==> src/rtl/gauss_pkg.sv <==
// gauss_pkg: fill-mode and state encodings plus default window geometry
// shared by the window buffer and the Gaussian convolution stage.
package gauss_pkg;
    typedef enum logic [1:0] {
        MODE_ADDR   = 2'b00,
        MODE_RASTER = 2'b01,
        MODE_SHIFT  = 2'b10
    } mode_t;
    typedef enum logic {
        FILLING = 1'b0,
        HOLD    = 1'b1
    } state_t;
    localparam int DEF_WIN   = 6;
    localparam int DEF_PIX_W = 8;
endpackage

==> src/rtl/gauss_wrap_counter.sv <==
// gauss_wrap_counter: x/y position counter with wrap and last-cell flag;
// with use_x low it counts rows only.
module gauss_wrap_counter #(
    parameter int N = 6,
    parameter int W = $clog2(N)
) (
    input  logic         clk,
    input  logic         n_rst,
    input  logic         clr,
    input  logic         inc,
    input  logic         use_x,
    output logic [W-1:0] x,
    output logic [W-1:0] y,
    output logic         last
);
    localparam logic [W-1:0] MAX = W'(N - 1);
    logic x_wrap;
    assign x_wrap = !use_x || x == MAX;
    assign last   = x_wrap && y == MAX;
    always_ff @(posedge clk or negedge n_rst)
        if (!n_rst) begin
            x <= '0;
            y <= '0;
        end else if (clr) begin
            x <= '0;
            y <= '0;
        end else if (inc) begin
            x <= x_wrap ? '0 : x + 1'b1;
            y <= last ? '0 : x_wrap ? y + 1'b1 : y;
        end
endmodule

==> src/rtl/gauss_window_buffer.sv <==
// gauss_window_buffer: WIN x WIN pixel window with addressed, raster and sliding-column fill.
// Optional sticky coord_err output when GAUSS_WIN_COORD_ERR_EN is defined.
module gauss_window_buffer
    import gauss_pkg::*;
#(
    parameter int WIN     = DEF_WIN,
    parameter int PIX_W   = DEF_PIX_W,
    parameter int COORD_W = 4,
    localparam int CNT_W  = $clog2(WIN * WIN + 1)
) (
    input  logic                             clk,
    input  logic                             n_rst,
    input  logic                             clear,
    input  logic [1:0]                       mode,
    input  logic                             in_valid,
    output logic                             in_ready,
    input  logic [COORD_W-1:0]               x_in,
    input  logic [COORD_W-1:0]               y_in,
    input  logic [PIX_W-1:0]                 pixel_in,
    input  logic                             win_ack,
    output logic                             full,
    output logic [CNT_W-1:0]                 fill_count,
    output logic [WIN-1:0][WIN-1:0][PIX_W-1:0] buffer_out
`ifdef GAUSS_WIN_COORD_ERR_EN
    ,
    output logic                             coord_err
`endif
);
    localparam int IDX_W = $clog2(WIN);
    localparam logic [CNT_W-1:0] FULL_CNT = CNT_W'(WIN * WIN);
    localparam logic [CNT_W-1:0] COL_CNT  = CNT_W'(WIN);
    state_t                    state;
    mode_t                     active_mode, mode_sel, eff_mode;
    logic [WIN-1:0][WIN-1:0]   written;
    logic [WIN-1:0][PIX_W-1:0] stage, column;
    logic [IDX_W-1:0]          cx, cy, ax, ay;
    logic                      cnt_last, latch_open, accept, release_win, in_range;
    logic [CNT_W-1:0]          addr_count, shift_count;
    assign in_ready    = state == FILLING;
    assign full        = state == HOLD;
    // mode may only change while the window is empty and no column is half-staged
    assign latch_open  = in_ready && fill_count == '0 && !(active_mode == MODE_SHIFT && cy != '0);
    assign mode_sel    = mode == 2'b11 ? MODE_ADDR : mode_t'(mode);
    assign eff_mode    = latch_open ? mode_sel : active_mode;
    assign accept      = in_valid && in_ready && !clear;
    assign release_win = full && win_ack;
    assign ax          = x_in[IDX_W-1:0];
    assign ay          = y_in[IDX_W-1:0];
    assign in_range    = x_in < COORD_W'(WIN) && y_in < COORD_W'(WIN);
    assign addr_count  = fill_count + CNT_W'(!written[ax][ay]);
    assign shift_count = fill_count > FULL_CNT - COL_CNT ? FULL_CNT : fill_count + COL_CNT;
    always_comb begin
        column          = stage;
        column[WIN-1]   = pixel_in;
    end
    gauss_wrap_counter #(.N(WIN), .W(IDX_W)) u_cnt (
        .clk   (clk),
        .n_rst (n_rst),
        .clr   (clear || release_win),
        .inc   (accept && eff_mode != MODE_ADDR),
        .use_x (eff_mode == MODE_RASTER),
        .x     (cx),
        .y     (cy),
        .last  (cnt_last)
    );
    always_ff @(posedge clk or negedge n_rst)
        if (!n_rst) begin
            state       <= FILLING;
            active_mode <= MODE_ADDR;
            buffer_out  <= '0;
            written     <= '0;
            stage       <= '0;
            fill_count  <= '0;
        end else begin
            if (latch_open) active_mode <= mode_sel;
            if (clear) begin
                state      <= FILLING;
                buffer_out <= '0;
                written    <= '0;
                stage      <= '0;
                fill_count <= '0;
            end else if (release_win) begin
                state   <= FILLING;
                written <= '0;
                if (active_mode != MODE_SHIFT) fill_count <= '0;
            end else if (accept) begin
                if (eff_mode == MODE_RASTER) begin
                    buffer_out[cx][cy] <= pixel_in;
                    fill_count         <= fill_count + 1'b1;
                    if (cnt_last) state <= HOLD;
                end else if (eff_mode == MODE_SHIFT) begin
                    stage[cy] <= pixel_in;
                    if (cnt_last) begin
                        buffer_out <= {column, buffer_out[WIN-1:1]};
                        fill_count <= shift_count;
                        if (shift_count == FULL_CNT) state <= HOLD;
                    end
                end else if (in_range) begin
                    buffer_out[ax][ay] <= pixel_in;
                    written[ax][ay]    <= 1'b1;
                    fill_count         <= addr_count;
                    if (addr_count == FULL_CNT) state <= HOLD;
                end
            end
        end
`ifdef GAUSS_WIN_COORD_ERR_EN
    always_ff @(posedge clk or negedge n_rst)
        if (!n_rst) coord_err <= 1'b0;
        else if (clear) coord_err <= 1'b0;
        else if (accept && eff_mode == MODE_ADDR && !in_range) coord_err <= 1'b1;
`endif
endmodule

==> config.mk <==
export PLATFORM = sky130hd
export DESIGN_NAME = gauss_window_buffer
export DESIGN_NICKNAME = d
export VERILOG_FILES = /design/src/rtl/gauss_pkg.sv /design/src/rtl/gauss_wrap_counter.sv /design/src/rtl/gauss_window_buffer.sv
export SDC_FILE = /design/constraint.sdc
export NUM_CORES = 1
export LEC_CHECK = 0
export BUFFER_PORTS_ARGS = -buffer_cell sky130_fd_sc_hd__buf_2
export CAP_MARGIN = 40
export CORE_MARGIN = 2
export CORE_UTILIZATION = 50
export CTS_CLUSTER_DIAMETER = 120
export DETAILED_ROUTE_END_ITERATION = 16
export PLACE_DENSITY = 0.69
export SLEW_MARGIN = 20
export SYNTH_ARGS = -nofsm -noshare
export SYNTH_HDL_FRONTEND = slang
export SYNTH_SLANG_ARGS = --single-unit
==> constraint.sdc <==
create_clock -name clk -period 10.3 [get_ports clk]
set_input_delay 0 -clock clk [delete_from_list [all_inputs] [get_ports clk]]
set_output_delay 0 -clock clk [all_outputs]
set_load 0.01 [all_outputs]
* After elaboration in Yosys (flattened, before gate mapping)
Index checks and enable logic that the tools add are counted.
Storage, ports and cells: word-level logic and storage cells 192, output and inout bits 296, bits in registers 387
Cells by class: mux-type cells 65, reductions and logical operators 37, equal/unequal tests 19, add/subtract/negate cells 5, order comparisons 11, bitwise operators 2
Operators with widths (count):
- two-way mux 288 bit | 7
- bitwise mux 288 bit | 2
- two-way mux 48 bit | 7
- demux 48 bit (select 3 bit) | 2
- two-way mux 36 bit | 6
- two-way mux 6 bit | 11
- bitwise mux 48 bit | 1
- demux 8 bit (select 3 bit) | 2
- OR 36 bit | 1
- two-way mux 3 bit | 7
- binary-select mux 6 bit (select 3 bit) | 1
- demux 6 bit (select 3 bit) | 1
- less-than comparator 3 x 4 -> 1 bit (second input constant) | 4
- two-way mux 8 bit | 2
- AND reduction 4 bit | 4
- logical AND 1 bit | 13
- == test 6 bit (second input constant) | 2
- >= comparator 3 x 1 -> 1 bit (second input constant) | 4
- two-way mux 1 bit | 12
- nonzero test 3 bit | 4
- != test 5 x 3 -> 1 bit (second input constant) | 2
- nonzero test 5 bit | 2
- less-than comparator 4 x 3 -> 1 bit (second input constant) | 2
- nonzero test 2 bit | 4
- 24 further kinds | 36

* Logic depth before layout (Yosys ltp)
Gate-level depths: netlist (run 1).
depth in word-level cells 15, mapped depth 15

* Hierarchy
From an unflattened synthesis (run 1), not the netlist that was laid out.
Unflattened totals: cells, all modules 2287, area, all modules 22547.9 um^2
Modules (own cells, without submodules):
- gauss_window_buffer | sequential area each 9334.0 um^2, times used 1, cells each 2250, area each 22190.0 um^2
- gauss_wrap_counter | sequential area each 150.1 um^2, times used 1, cells each 37, area each 357.8 um^2

* Worst setup path after synthesis (run 1)
No wires, ideal clock.
path kind register -> register, start register u_cnt.y[0], end register buffer_out[280] (netlist bit), cell stages (with the launch flop) 15, data required time 10175 ps, clock period less this slack 3548 ps, data arrival time 3424 ps, setup slack 6752 ps, path through dfrtp_1 > buf_2 > inv_1 > ha_1 > nor2b_1 > o2111ai_1 > mux2_2 > ha_1 > nand2b_1 > buf_2 > buf_4 > buf_4 > o22ai_1 > nor2_2 > mux2_2
On the way: word-level cells in the longest chain between the ends 11, elaborated cells between the ends (all ways) 27
RTL lines:
- from (decl) | RTL line gauss_wrap_counter.sv:13 | output logic [W-1:0] y,
- from (signal assigned) | RTL line gauss_wrap_counter.sv:29 | y <= last ? '0 : x_wrap ? y + 1'b1 : y;
- nonzero test 3 bit * | RTL line gauss_window_buffer.sv:42 | assign latch_open = in_ready && fill_count == '0 && !(active_mode == MODE_SHIFT && cy != '0);
- logical AND 1 bit * | RTL line gauss_window_buffer.sv:42
- zero test 1 bit * | RTL line gauss_window_buffer.sv:42
- logical AND 1 bit * | RTL line gauss_window_buffer.sv:42
- two-way mux 2 bit * | RTL line gauss_window_buffer.sv:44 | assign eff_mode = latch_open ? mode_sel : active_mode;
- via eff_mode[1] | RTL line gauss_window_buffer.sv:33 | mode_t active_mode, mode_sel, eff_mode;
- == test 2 bit or == test 2 x 1 -> 1 bit (tied branches) | RTL line gauss_window_buffer.sv:91, gauss_window_buffer.sv:61, gauss_window_buffer.sv:87
- two-way mux 288 bit or zero test 1 bit (tied branches) | RTL line gauss_window_buffer.sv:91, gauss_wrap_counter.sv:18
- two-way mux 288 bit or logical OR 1 bit (tied branches) | RTL line gauss_window_buffer.sv:87, gauss_wrap_counter.sv:18
- two-way mux 288 bit or logical AND 1 bit (tied branches) | RTL line gauss_window_buffer.sv:86, gauss_wrap_counter.sv:19
- two-way mux 288 bit or != test 4 x 2 -> 1 bit (tied branches)
- two-way mux 288 bit or AND reduction 4 bit (tied branches)
- to (signal, indexed assignment) | RTL line gauss_window_buffer.sv:88 | buffer_out[cx][cy] <= pixel_in;
- to (signal assigned) | RTL line gauss_window_buffer.sv:94 | buffer_out <= {column, buffer_out[WIN-1:1]};
- to (signal, indexed assignment) | RTL line gauss_window_buffer.sv:99 | buffer_out[ax][ay] <= pixel_in;
- to (decl) | RTL line gauss_window_buffer.sv:23 | output logic [WIN-1:0][WIN-1:0][PIX_W-1:0] buffer_out
The timed path passes the listed nets; every way through them passes the cells marked *. The select of a mux whose other input is x is not followed. A chain may end at the register's enable or synchronous reset.

* Worst setup path after layout (run 1)
start register u_cnt.y[0], end register buffer_out[286] (netlist bit)
Same word-level chain as after synthesis.

==> summary.md, run 1 <==
| Metric | Value |
|---|---|
| Initial Utilization | `50.4%` |
| Status | `finished clean` |
| Critical path class | `flip-flop to flip-flop` |
| Layout Nets | `2508` |
| Area of the mapped netlist | `22700 um2` |
| Drc violations | `0` |
| GPL Wtd Cong | `0.926` |
| Hpwl dp | `59400 um` |
| # setup viols final | `0` |
| Global-route wire length before repair | `135000 um` |
| Fin cells | `3101` |
| DRT Pass-1 Iters | `9` |
| Crit share post-route | `49.6%` |
| Syn avg cell area | `9.96 um2` |
| Pin count of the biggest net entering global routing | `118` |
| WL final | `91600 um` |
| Crit-path cells | `inv_1, ha_1, nor2b_1, o2111ai_1, mux2_2, inv_1, ha_4, a21boi_2, o21ai_1, a31oi_4, buf_4, buf_12, nor2_2, mux2_2` |
| Vias/cell | `7.13` |
| Hold_ws | `5.51 ps` |
| Max Cap Violations | `0` |
| RSZ-0062 raised after global routing | `no` |
| EDFF count, synth | `0` |
| Layout cell share with drive strength beyond 1 | `30.8%` |
| Die area | `47200 um2` |
| CP max FO | `74` |
| Mapped Cells | `2281` |
| Core Area | `45100 um2` |
| Layout area overhead | `16.6%` |
| Vias in the first global route | `20839` |
| Antenna-violating nets left | `0` |
| Final Hold Fails | `0` |
| Worst min-delay path category | `primary input to flip-flop` |
| Gr ovfl total | `0` |
| Cell row count | `78` |
| # clock sinks | `379` |
| Pwr Density | `284 nW/um2` |
| Top_reg_cell synth | `dfrtp_1` |
| Synthesized net count | `2321` |
| TNS Setup | `0 ps` |
| Cell at the slowest stage of the critical path | `buf_4` |
| Placed insts | `2999` |
| Final Instance Area | `26500 um2` |
| Worst-path clk slew | `60 ps` |
| Initial DRC count | `3987` |
| Post-cts resize count | `0` |
| Yosys warning total | `0` |
| Slew margin rel. | `32.3%` |
| Crit-path max cell delay | `700 ps` |
| Finished Core Util | `58.7%` |
| Max Root-Sink Buffers | `3` |
| Die width | `217 um` |
| Initial antenna violation count | `6` |
| Async set-or-reset flop fraction in the synthesized netlist | `100%` |
| Routed wire per std cell | `29.5 um` |
| Yosys cell types | `71` |
| Num CTS Buffers | `43` |
| Achievable frequency | `196 MHz` |
| Setup Skew | `46.9 ps` |
| CTS HTree Levels | `2` |
| Via count | `22111` |
| Tmin final | `5110 ps` |
| I/O pin cnt | `319` |
| Sequential-to-total area share from yosys stat | `41.7%` |
| Post-synthesis sequential element count | `379` |
| Worst endpoint data arrival time | `5600 ps` |
| Pleak | `0.0119 uW` |
| # port buffers | `318` |
| Element type at the critical path end | `flip-flop` |
| Clock Latency Late Sink | `610 ps` |
| Worst EP required | `10790 ps` |
| Startpoint Class | `flip-flop` |
| Measured slew at the worst slew-check pin | `1020 ps` |
| Peak VDD IR | `0.163 mV` |
| Final Slew Violations | `0` |
| Root Buffer | `clkbuf_16` |
| Overall Global Routing Usage | `37.8%` |
| CTS tree | `yes` |
| Die Ht | `217 um` |
| Placed cell area | `24700 um2` |
[cell families after synthesis]
| kind of cell | after synthesis | synth area share, % |
|---|---|---|
| xor gates and xnor gates | 4 | 0.154 |
| and+or+nand+nor | 470 | 10.7 |
| DFF | 379 | 41.7 |
| adders and majority gates | 17 | 0.936 |
| buffers and inverters | 269 | 5.29 |
| muxes | 259 | 12.6 |
| AOI/OAI and AO/OA | 883 | 28.6 |
[synthesized netlist by cell type (30+ instances only)]
master    number  share of area, %
dfrtp_1      379                42
a21oi_1      332               7.3
nor2_1       292               4.8
a221oi_1     281                11
mux2_2       190               9.4
clkbuf_1     178               2.9
o21ai_0      104               2.3
o41ai_1       85               3.3
mux2i_1       53               2.3
buf_2         39              0.86
nor2_2        37               1.0
nor2b_1       30              0.83
[state kept, by name, summed over array words and instances (netlist names)]
signal       cells
written         36
fill_count       6
full             1
column          40
u_cnt.y          3
buffer_out     288
active_mode      2
u_cnt.x          3
[worst max-delay path: cells and delay by family, from the launching register on]
kind	cells	cell delay, ps
multiplexers	2	740
buffers and inverters	4	1310
flip-flops	1	610
adder cells (fa/ha/maj)	2	530
AND/OR/NAND/NOR	2	290
AO/OA/AOI/OAI	4	1500
[path summary, 6_finish.rpt]
kind	from	to	slack [ps]	cells past startpoint
setup / recovery	u_cnt.y[0]	buffer_out[286]	5190	14
min in group asynchronous	n_rst	fill_count[1]	50	2
setup reg to reg	u_cnt.y[0]	buffer_out[286]	5190	14
max in group asynchronous	n_rst	buffer_out[67]	8370	5
hold / removal	win_ack	fill_count[2]	6	5
hold reg to reg	written[29]	written[29]	500	2
[per-stage QoR]
stage	power [uW]	setup slack, ps
after floorplan	4580	6750
after global placement	5560	5100
after detailed placement	5760	5240
after CTS	7380	5240
after global routing	7850	4870
final	7530	5190
[power by group]
part / switching (uW) / internal (uW) / total, uW
logic: 2390 / 1450 / 3840
clock network: 669 / 955 / 1620
registers: 323 / 1750 / 2070
total: 3380 / 4150 / 7530
[per-layer routing]
layer  global-route usage (%)  part of all wire (%)
met1                     51.0                    38
met2                     56.2                    44
met3                     10.7                    13
met4                     17.8                   4.7
met5                        0                 0.067
[layout by cell type, fill, tap and decap left out, types with 4 or more instances in the layout]
master / count
clkinv_2: 7
buf_2: 320
o41ai_1: 85
o221ai_4: 20
bufinv_16: 5
nor2_8: 6
or4b_1: 8
nand4bb_1: 8
buf_12: 4
mux2_1: 15
buf_16: 12
nor2b_1: 14
dfrtp_1: 379
inv_1: 14
nand2_1: 20
dlygate4sd3_1: 13
mux2_2: 190
mux2i_1: 53
clkbuf_1: 10
a21oi_1: 332
nor4_1: 4
nor3_1: 5
o22ai_2: 4
o21ai_0: 104
buf_4: 43
nand3_1: 8
nor2b_4: 16
nor2_1: 291
a221oi_1: 281
nand2b_1: 11
o41ai_2: 4
ha_1: 15
or2_2: 5
o22ai_1: 13
clkbuf_8: 6
clkbuf_16: 44
o221ai_2: 4
o211ai_1: 4
nor2_4: 14
nor2_2: 37
[final cells by class]
class / count / area [um2]
Fill cell: 3818 / 18600
Multi-Input combinational cell: 1633 / 12200
Sequential cell: 379 / 9480
Timing Repair Buffer: 397 / 2520
Clock buffer: 60 / 1220
Tap cell: 600 / 751
Clock inverter: 16 / 229
Inverter: 14 / 52.6
Antenna cell: 2 / 5.00
[what timing repair did]
| action | CTS | global route |
|---|---|---|
| hold endpoints to repair | 156 | 0 |
| buffers inserted | 0 | 0 |
| hold buffers | 13 | 0 |
Note: power is estimated with default switching activity, not from simulation.
==> inputs of run 2 (changes only) <==
==> constraint.sdc (replaced) <==
create_clock -name clk -period 4.96 [get_ports clk]
set_input_delay 0 -clock clk [delete_from_list [all_inputs] [get_ports clk]]
set_output_delay 0 -clock clk [all_outputs]
set_load 0.01 [all_outputs]
==> summary.md, run 2 (same netlist as run 1, synthesis figures left out) <==
| Metric | Value |
|---|---|
| Status | `finished clean` |
| Max Root-Sink Buffers | `3 (unchanged)` |
| Critical path class | `flip-flop to flip-flop` |
| Layout Nets | `2502 (-0.24%)` |
| Die Ht | `217 um (unchanged)` |
| Core Area | `45100 um2 (unchanged)` |
| Hpwl dp | `59700 um (+0.51%)` |
| Global-route wire length before repair | `136000 um (+0.91%)` |
| Final Instance Area | `26400 um2 (-0.33%)` |
| Footprint of the multi-input gates | `12200 um2 (about the same)` |
| Layout cell share with drive strength beyond 1 | `30.9% (+0.089 points)` |
| R2R depth | `13 (-1)` |
| Hold_ws | `17.4 ps (+11.9 ps)` |
| Vias in the first global route | `21010 (+0.82%)` |
| Sequential Area | `9480 um2 (unchanged)` |
| Placed cell area | `24700 um2 (about the same)` |
| Initial DRC count | `3741 (-6.2%)` |
| Register with the most flip-flops | `buffer_out` |
| Worst-path clk slew | `60 ps (about the same)` |
| Placed insts | `2998 (-0.033%)` |
| Num CTS Buffers | `43 (unchanged)` |
| Layout filler cell count | `3880 (+1.6%)` |
| # port buffers | `318 (unchanged)` |
| RSZ-0062 raised after global routing | `no` |
| Max FFs per register | `288 (unchanged)` |
| Initial antenna violation count | `6 (unchanged)` |
| Achievable frequency | `212 MHz (+8.4%)` |
| Die width | `217 um (unchanged)` |
| CTS tree | `yes` |
| Routed wire per std cell | `29.8 um (+0.98%)` |
| Pwr Density | `592 nW/um2 (+110%)` |
| Via count | `22195 (+0.38%)` |
| Setup Skew | `28.9 ps (-18.1 ps)` |
| Element type at the critical path end | `flip-flop` |
| Worst setup path endpoint | `column[29]` |
| Worst EP required | `5410 ps (-5380 ps)` |
| Initial Utilization | `50.4% (unchanged)` |
| Tmin final | `4710 ps (-397 ps)` |
| Final Hold Fails | `0 (unchanged)` |
| Vias/cell | `7.17 (+0.54%)` |
| Cell row count | `78 (unchanged)` |
| Layout area overhead | `16.2%` |
| DRT Pass-1 Iters | `7 (-2)` |
| I/O pin cnt | `319 (unchanged)` |
| Drc violations | `0 (unchanged)` |
| Max Cap Violations | `0 (unchanged)` |
| Antenna-violating nets left | `0 (unchanged)` |
| Final Slew Violations | `0 (unchanged)` |
| Leading cell type in the layout, fill and taps excluded | `dfrtp_1` |
| Clock Latency Late Sink | `600 ps (about the same)` |
| Slew margin rel. | `32.6% (+0.29 points)` |
| Die area | `47200 um2 (unchanged)` |
| Setup bufs post-CTS | `0 (unchanged)` |
| Measured slew at the worst slew-check pin | `1010 ps (-4.35 ps)` |
| # setup viols final | `0 (unchanged)` |
| Crit share post-route | `95.0% (+45 points)` |
| CTS HTree Levels | `2 (unchanged)` |
| Most frequent cells in the layout | `dfrtp_1, a21oi_1, buf_2` |
| Root Buffer | `clkbuf_16` |
| Pin count of the biggest net entering global routing | `177 (+50%)` |
| Startpoint Class | `flip-flop` |
| Worst Setup SP | `u_cnt.y[0]` |
| Peak VDD IR | `0.435 mV (+170%)` |
| CP max FO | `81 (+9.5%)` |
| TNS Setup | `0 ps (unchanged)` |
| Gr ovfl total | `0 (unchanged)` |
| Worst endpoint data arrival time | `5160 ps (-440 ps)` |
| Setup slack, reg-to-reg | `250 ps (-4940 ps)` |
| GPL Wtd Cong | `0.994 (+7.4%)` |
| Fin cells | `3096 (-0.16%)` |
| # clock sinks | `379 (unchanged)` |
| Worst min-delay path category | `primary input to asynchronous set/reset pin` |
| WL final | `92300 um (+0.82%)` |
| Pleak | `0.0118 uW (-0.47%)` |
| Reg-to-reg startpoint | `u_cnt.y[0]` |
| Reg2reg end | `column[29]` |
| Overall Global Routing Usage | `38.3% (+0.50 points)` |
## run 2: critical path, stage by stage (launching register included)
cell and delay, ps:
dfrtp_1 620, inv_1 160, ha_1 230, nor2b_1 130, o2111ai_1 330, mux2_2 440, inv_1 130, ha_4 410
buf_6 510, nand2b_1 240, or4_1 450, mux2i_1 240, nor2_1 60, dlygate4sd3_1 600
## run 2: what timing repair did
action                                  4_1_cts  5_1_grt
hold buffers                                 14        1
endpoints found under the hold margin       149        1
endpoints found under the setup margin        0        8
gates resized for setup                       0        2
## run 2: final cells by class
cell class                      instances  area share, %
Antenna cell                            1        0.00948
Clock buffer                           54           4.50
Clock inverter                         24           1.01
Inverter                               14          0.199
Multi-Input combinational cell       1633           46.3
Sequential cell                       379           35.9
Tap cell                              600           2.84
Timing Repair Buffer                  391           9.21
## run 2: worst min path at each step
stage	startpoint	endpoint	cells after the start
finish	n_rst	fill_count[2]	2
global route	mode[1]	active_mode[0]	4
CTS	win_ack	fill_count[4]	5
detailed placement	n_rst	fill_count[1]	1
global placement	n_rst	fill_count[1]	1
floorplan	n_rst	active_mode[0]	0
## run 2: power by group
group / internal, uW / switching, uW
registers: 3630 / 659
clock network: 1960 / 1400
logic: 2980 / 4980
## run 2: routing by layer
layer / vias up / track usage [%] / wire (um)
li1: 9171 / - / -
met1: 10951 / 52.0 / 35500
met2: 1698 / 56.2 / 40300
met3: 365 / 10.6 / 11600
met4: 10 / 19.2 / 4910
met5: - / 0 / 65
## run 2: through the flow
step | worst slack [ps] | total power, uW | util, %
floorplan | 1410 | 9510 | -
global placement | 413 | 11700 | 54.5
detailed placement | 253 | 12000 | 54.8
CTS | 143 | 15300 | 58.4
global route | 20.5 | 16300 | 58.5
finish | 250 | 15600 | 58.5
